## src/rtl/mc_stage_sequencer.sv

```systemverilog
// Multi-cycle MIPS stage sequencer: fetch/decode/execute/memory/writeback enables with req/ack memory handshakes.
// Optional memory-ack timeout with a sticky ERROR state is built when SEQ_TIMEOUT_EN is defined.
module mc_stage_sequencer #(
    parameter int unsigned CNT_W    = 32,
    parameter int unsigned MAX_WAIT = 16
) (
    input  logic             clk,
    input  logic             reset,
    input  logic             run,
    input  logic [1:0]       instr_class,
    input  logic             imem_ack,
    input  logic             dmem_ack,
    output logic             imem_req,
    output logic             dmem_req,
    output logic             fetch_en,
    output logic             decode_en,
    output logic             execute_en,
    output logic             memory_en,
    output logic             writeback_en,
    output logic             m_or_e,
    output logic             busy,
    output logic             retire,
    output logic [CNT_W-1:0] retire_cnt,
    output logic             timeout_err
);

`ifdef SEQ_TIMEOUT_EN
    typedef enum logic [2:0] {
        S_IDLE, S_FETCH, S_DECODE, S_EXEC, S_MEM, S_WB, S_ERROR
    } state_t;
`else
    typedef enum logic [2:0] {
        S_IDLE, S_FETCH, S_DECODE, S_EXEC, S_MEM, S_WB
    } state_t;
`endif

    localparam logic [1:0] CLS_ALU    = 2'b00;
    localparam logic [1:0] CLS_LOAD   = 2'b01;
    localparam logic [1:0] CLS_STORE  = 2'b10;
    localparam logic [1:0] CLS_BRANCH = 2'b11;

    if (MAX_WAIT == 0) begin : g_max_wait_check
        $error("mc_stage_sequencer: MAX_WAIT must be >= 1");
    end

    state_t     state;
    logic [1:0] cls;

    // Ack-qualified pulses are combinational so an ack completes its stage in the same cycle.
    assign imem_req     = (state == S_FETCH);
    assign dmem_req     = (state == S_MEM);
    assign fetch_en     = imem_req & imem_ack;
    assign decode_en    = (state == S_DECODE);
    assign execute_en   = (state == S_EXEC);
    assign memory_en    = dmem_req & dmem_ack;
    assign writeback_en = (state == S_WB);
    assign m_or_e       = writeback_en & (cls == CLS_LOAD);
    assign retire       = (execute_en & (instr_class == CLS_BRANCH))
                        | (memory_en & (cls == CLS_STORE))
                        | writeback_en;

`ifdef SEQ_TIMEOUT_EN
    localparam int unsigned WAIT_W = $clog2(MAX_WAIT + 1);

    logic [WAIT_W-1:0] wait_cnt;
    logic              waiting;

    assign waiting     = (imem_req & ~imem_ack) | (dmem_req & ~dmem_ack);
    assign timeout_err = (state == S_ERROR);
    assign busy        = (state != S_IDLE) && (state != S_ERROR);
`else
    assign timeout_err = 1'b0;
    assign busy        = (state != S_IDLE);
`endif

    always_ff @(posedge clk) begin
        if (reset) begin
            state      <= S_IDLE;
            cls        <= '0;
            retire_cnt <= '0;
`ifdef SEQ_TIMEOUT_EN
            wait_cnt   <= '0;
`endif
        end else begin
            case (state)
                S_IDLE: begin
                    if (run) state <= S_FETCH;
                end
                S_FETCH: begin
                    if (imem_ack) state <= S_DECODE;
`ifdef SEQ_TIMEOUT_EN
                    else if (wait_cnt == WAIT_W'(MAX_WAIT - 1)) state <= S_ERROR;
`endif
                end
                S_DECODE: state <= S_EXEC;
                S_EXEC: begin
                    cls <= instr_class;
                    case (instr_class)
                        CLS_ALU:   state <= S_WB;
                        CLS_LOAD,
                        CLS_STORE: state <= S_MEM;
                        default:   state <= run ? S_FETCH : S_IDLE;
                    endcase
                end
                S_MEM: begin
                    if (dmem_ack) begin
                        if (cls == CLS_LOAD) state <= S_WB;
                        else                 state <= run ? S_FETCH : S_IDLE;
                    end
`ifdef SEQ_TIMEOUT_EN
                    else if (wait_cnt == WAIT_W'(MAX_WAIT - 1)) state <= S_ERROR;
`endif
                end
                S_WB: state <= run ? S_FETCH : S_IDLE;
`ifdef SEQ_TIMEOUT_EN
                S_ERROR: state <= S_ERROR;
`endif
                default: state <= S_IDLE;
            endcase

            if (retire) retire_cnt <= retire_cnt + CNT_W'(1);

`ifdef SEQ_TIMEOUT_EN
            // Any cycle that is not an unanswered request leaves the counter at zero,
            // so it is already clear on every entry into FETCH or MEM.
            if (waiting) wait_cnt <= wait_cnt + WAIT_W'(1);
            else         wait_cnt <= '0;
`endif
        end
    end

endmodule

```

## config.mk

```make
export PLATFORM = sky130hd
export DESIGN_NAME = mc_stage_sequencer
export DESIGN_NICKNAME = d
export VERILOG_FILES = /design/src/rtl/mc_stage_sequencer.sv
export SDC_FILE = /design/constraint.sdc
export NUM_CORES = 1
export LEC_CHECK = 0
export ABC_AREA = 1
export CAP_MARGIN = 20
export CORE_MARGIN = 5
export CORE_UTILIZATION = 56
export CTS_BUF_LIST = sky130_fd_sc_hd__clkbuf_8
export CTS_CLUSTER_SIZE = 12
export DETAILED_ROUTE_END_ITERATION = 12
export PLACE_DENSITY = 0.89
export SYNTH_ARGS = -nofsm -noshare
export SYNTH_HDL_FRONTEND = slang
export SYNTH_SLANG_ARGS = --single-unit
```

## constraint.sdc

```tcl
create_clock -name clk -period 3.1 [get_ports clk]
set_clock_uncertainty 0.15 [all_clocks]
set_input_delay 0.31 -clock clk [delete_from_list [all_inputs] [get_ports clk]]
set_output_delay 0.31 -clock clk [all_outputs]
set_load 0.01 [all_outputs]
```

Yosys cells after proc, flatten, opt, wreduce, memory -nomap -nowiden
Index checks and enable logic that the tools add are counted.
- $add $sub $neg: 1
- $mul: 0
- divide/modulo/power cells: 0
- magnitude comparators: 0
- equality and inequality tests: 13
- shift operators: 0
- mux-type cells: 7
- bitwise operators: 7
- reduce and logical (&&, ||, !) cells: 5
- operators with widths (operator ; number):
    32-bit by 1-bit adder with 32-bit output, second input constant ; 1
    3-bit one-hot mux with 6 select lines ; 1
    3-bit 2-to-1 mux ; 4
    2-bit equality test, second input constant ; 3
    3-bit by 2-bit equality test with 1-bit output, second input constant ; 2
    3-bit equality test, second input constant ; 2
    2-bit inequality test, second input constant ; 3
    3-bit one-hot mux with 2 select lines ; 1
    1-bit bitwise AND ; 5
    2-bit by 1-bit equality test with 1-bit output, second input constant ; 2
    3-bit by 1-bit equality test with 1-bit output, second input constant ; 1
    3-bit logical NOT ; 1
    3-bit AND reduction ; 1
    3-bit nonzero test ; 1
    2-bit logical NOT ; 1
    1-bit OR ; 2
    2-bit OR reduction ; 1
    1-bit 2-to-1 mux ; 1
- register bits: 37
- bits in latches: 0
- memory bits (writable): 0
- memory bits (read-only): 0
- input bits: 7
- output and inout bits: 43
- word-level logic and storage cells: 36
- memories kept: 0

Depth between registers and ports, before layout
- depth after elaboration: 5
- gate-level depth with buffers: 11
- gate-level depth less buffers: 11

Worst setup path after synthesis
Ideal clock, no wire load.
- path type: reg2reg
- start: reg retire_cnt[0]
- end: reg retire_cnt[20]
- library setup time: 0.116 ns
- data arrival time: 1.461 ns
- data required time: 2.834 ns
- path slack: 1.373 ns
- stages on the path, launching flop included: 9
- buffers on the path: 0
- clock period less this slack: 1.727 ns
- cell sequence: dfxtp_1 ha_1 inv_1 nor2_1 nand3_1 nor2_2 nand3_2 o21ai_0 nor2_1
- longest elaborated chain between the ends: 1
- ends and longest elaborated chain (what ; RTL line ; text):
    start: declaration ; 23 ; output logic [CNT_W-1:0] retire_cnt,
    start signal: assignment ; 121 ; if (retire) retire_cnt <= retire_cnt + CNT_W'(1);
    32-bit by 1-bit adder with 32-bit output ; 121 ;
No other way between the ends.
A chain may end at the register's enable or synchronous reset.

Worst setup path after layout
- start: reg state[2]
- end: out retire
- longest elaborated chain between the ends: 5
- elaborated cells between the ends (all ways): 8
- those cells by class: eq/ne (3); bitwise (5)
- ends and longest elaborated chain (what ; RTL line ; text):
    start: declaration ; 46 ; state_t state;
    start signal: assignment ; 102 ; default: state <= run ? S_FETCH : S_IDLE;
    start signal: assignment ; 108 ; else state <= run ? S_FETCH : S_IDLE;
    start signal: assignment ; 114 ; S_WB: state <= run ? S_FETCH : S_IDLE;
    3-bit equality test ; 51 ; assign dmem_req = (state == S_MEM);
    1-bit bitwise AND ; 55 ; assign memory_en = dmem_req & dmem_ack;
    1-bit bitwise AND ; 59 ; | (memory_en & (cls == CLS_STORE))
    1-bit OR ; 59 ;
    1-bit OR * ; 60 ; | writeback_en;
    end: declaration ; 22 ; output logic retire,
Mark *: on every way between the ends. The rest lies on a longest branch, timed or not.

==> results_dict.tcl <==
set metrics [dict create \
    arrival_ps 1730 \
    synth_top_family_by_area "simple AND/OR/NAND/NOR gates" \
    drc 0 \
    routabilityCongestion 0.935 \
    netlist-cell-type-count 32 \
    synth_top_area_share_pct 32.7 \
    maxCapViolCount 0 \
    worstPathRequired_ps 2640 \
    first_pass_iters 5 \
    antenna_left 0 \
    track_usage_pct 23.1 \
    cp_max_fo 7 \
    grt_pass1_vias 2294 \
    vias 2486 \
    synth_xor_area_share_pct 1.55 \
    antenna_cells 0 \
    dp_cells 462 \
    peakVddDrop_mv 0.288 \
    clkPwrFrac_pct 43.0 \
    synth_compound_area_share_pct 8.50 \
    num_io_pins 50 \
    grt_pass1_wl_um 9820 \
    clock-sinks 37 \
    min_period_over_period_pct 70.7 \
    synth_area_mm2 0.00227 \
    critPathKind "flop to primary output" \
    fin_area_mm2 0.00288 \
    cts-resized-gates 0 \
    dp_hpwl_um 4280 \
    relSlewSlack_pct 54.7 \
    avgSynthCellArea_um2 6.12 \
    die_h_um 73.6 \
    cts_root_buf "clkbuf_8" \
    cts_setup_buffers 0 \
    tightest_slew_ps 679 \
    final-max-slew-violation-count 0 \
    place_area_mm2 0.00277 \
    syn_nets 378 \
    synth_fa_ha_area_share_pct 0.552 \
    p_leak_nw 1.10 \
    instances_no_fill 470 \
    cts_tree "done" \
    rsz0062_at_grt "false" \
    setup_viol 0 \
    cp-end-kind "primary output" \
    intPower_w 0.000761 \
    p_seq_share_pct 48.2 \
    synthSimpleGateAreaFrac_pct 45.4 \
    hold_path.class "flop to flop" \
    gr-total-overflow 0 \
    start_util_pct 57.1 \
    ys_seq_elements 37 \
    viasPerCell 5.29 \
    seq_area_frac_synth_pct 32.7 \
    period_minus_slack_ps 2190 \
    max_freq_mhz 456 \
    core_area_mm2 0.00397 \
    setup_tns_ps 0 \
    dieArea_mm2 0.00542 \
    die_x_um 73.6 \
    htree_levels 2 \
    yosysTopAreaCell "dfxtp_1" \
    detail_route.wl_per_cell_um 12.6 \
    drive_gt1_share_pct 7.62 \
    clockBufferDepth 2 \
    syn_to_final_growth_pct 27.2 \
    antenna_found_initial 0 \
    clk_pin_slew_ps 80 \
    yosysWarnings 0 \
    power_frac_comb_pct 8.8 \
    cts_buffers 5 \
    syn-instance-count 370 \
    switching_share_pct 24.7 \
    start_kind "flop" \
    ctsHoldBuffers 0 \
    pwr_density_cell_mw_per_mm2 351 \
    clock_latency_ps 300 \
    port_buffers 48 \
    muxShareOfSynthArea_pct 0 \
    hold_violations 0 \
    drtIter0Drc 200 \
    drt_wl_total_um 5910 \
    ys_top_cells_by_area "dfxtp_1 (33%), nand2_1 (18%), nor2_1 (12%), inv_1 (8.1%), a21oi_1 (4.0%)" \
    switching_power_w 0.000250 \
    grt_start_max_net_pins 34 \
    finalNetCount 427 \
    num_rows 23 \
    status "finished, final reports clean" \
]
## metal layers
layer	vias up	GRT usage, %	share of wire (%)
met5	-	0	0
met4	0	10.5	2.3
met3	13	5.61	7.4
met2	114	36.5	46
met1	1118	29.6	44
li1	1241	-	-
## worst max-delay path, stage by stage (launching register included)
cell,delay [ps]
dfxtp_1,380
inv_2,110
nand3_2,140
nor2_2,170
nor2_4,50
nand2_4,60
clkdlybuf4s50_1,530
## Yosys cell counts (all sizes together)
master and count:
clkbuf 3, nand2 114, ha 1, nor4 1
conb 1, xnor2 3, buf 5, xor2 1
o21bai 4, nor2 77, and2 3, nor3 8
and3 1, inv 52, o211ai 1, dfxtp 37
nand3 17, nand4 10, o21ai 13, a21oi 18
## layout make-up
type / count / area [um^2]
multi-input combinational: 273 / 1270
tap: 50 / 62.6
fill: 322 / 1090
sequential: 37 / 741
inverter: 52 / 195
timing repair buffer: 50 / 495
clock buffer: 5 / 68.8
clock inverter: 3 / 46.3
## logic make-up after synthesis
kind of cell               Yosys count
adders and majority gates            1
AOI/OAI and AO/OA                   36
buffers and inverters               60
other                                1
and+or+nand+nor                    231
xor gates and xnor gates             4
DFF                                 37
## power by group through the flow
stage / combinational, W / clock (W) / sequential (W)
after floorplan: 0.0000532 / 0 / 0.000497
after global placement: 0.0000874 / 0 / 0.000498
after detailed placement: 0.0000886 / 0 / 0.000498
after CTS: 0.0000894 / 0.000437 / 0.000487
after global routing: 0.0000982 / 0.000452 / 0.000488
final: 0.0000893 / 0.000434 / 0.000487
## sequential cells by signal, summed over array words and instances (netlist names)
register,cells
cls,2
retire_cnt,32
state,3
## final timing paths
kind,end,startpoint,slack [ps],depth (start not counted)
worst max register to register,retire_cnt[20],retire_cnt[0],1080,8
worst max-delay path,retire,state[2],910,6
worst min register to register,cls[0],cls[0],370,2
worst min-delay path,cls[0],cls[0],370,2
## placed cells by master (no fill, tap or decap), types with 4 or more instances in the layout
cell type,synthesis,final
nand3_2,4,4
o21bai_1,4,4
dfxtp_1,37,37
nand3_1,13,13
a21oi_1,18,18
nand4_1,8,8
inv_1,49,49
clkdlybuf4s50_1,0,48
clkbuf_8,0,5
nor3_1,5,5
nor2_1,71,71
o21ai_1,6,6
o21ai_0,7,7
nand2_1,110,110
nor2_2,4,4
## per-stage QoR
step	setup WS, ps	total power [W]	util [%]	hold slack, ps
floorplan	1370	0.000550	-	308
detailed placement	925	0.000587	69.7	345
CTS	906	0.00101	72.6	361
global placement	976	0.000586	69.7	339
global route	846	0.00104	72.6	374
finish	909	0.00101	72.6	368
Power figures use the tool's default switching activity.
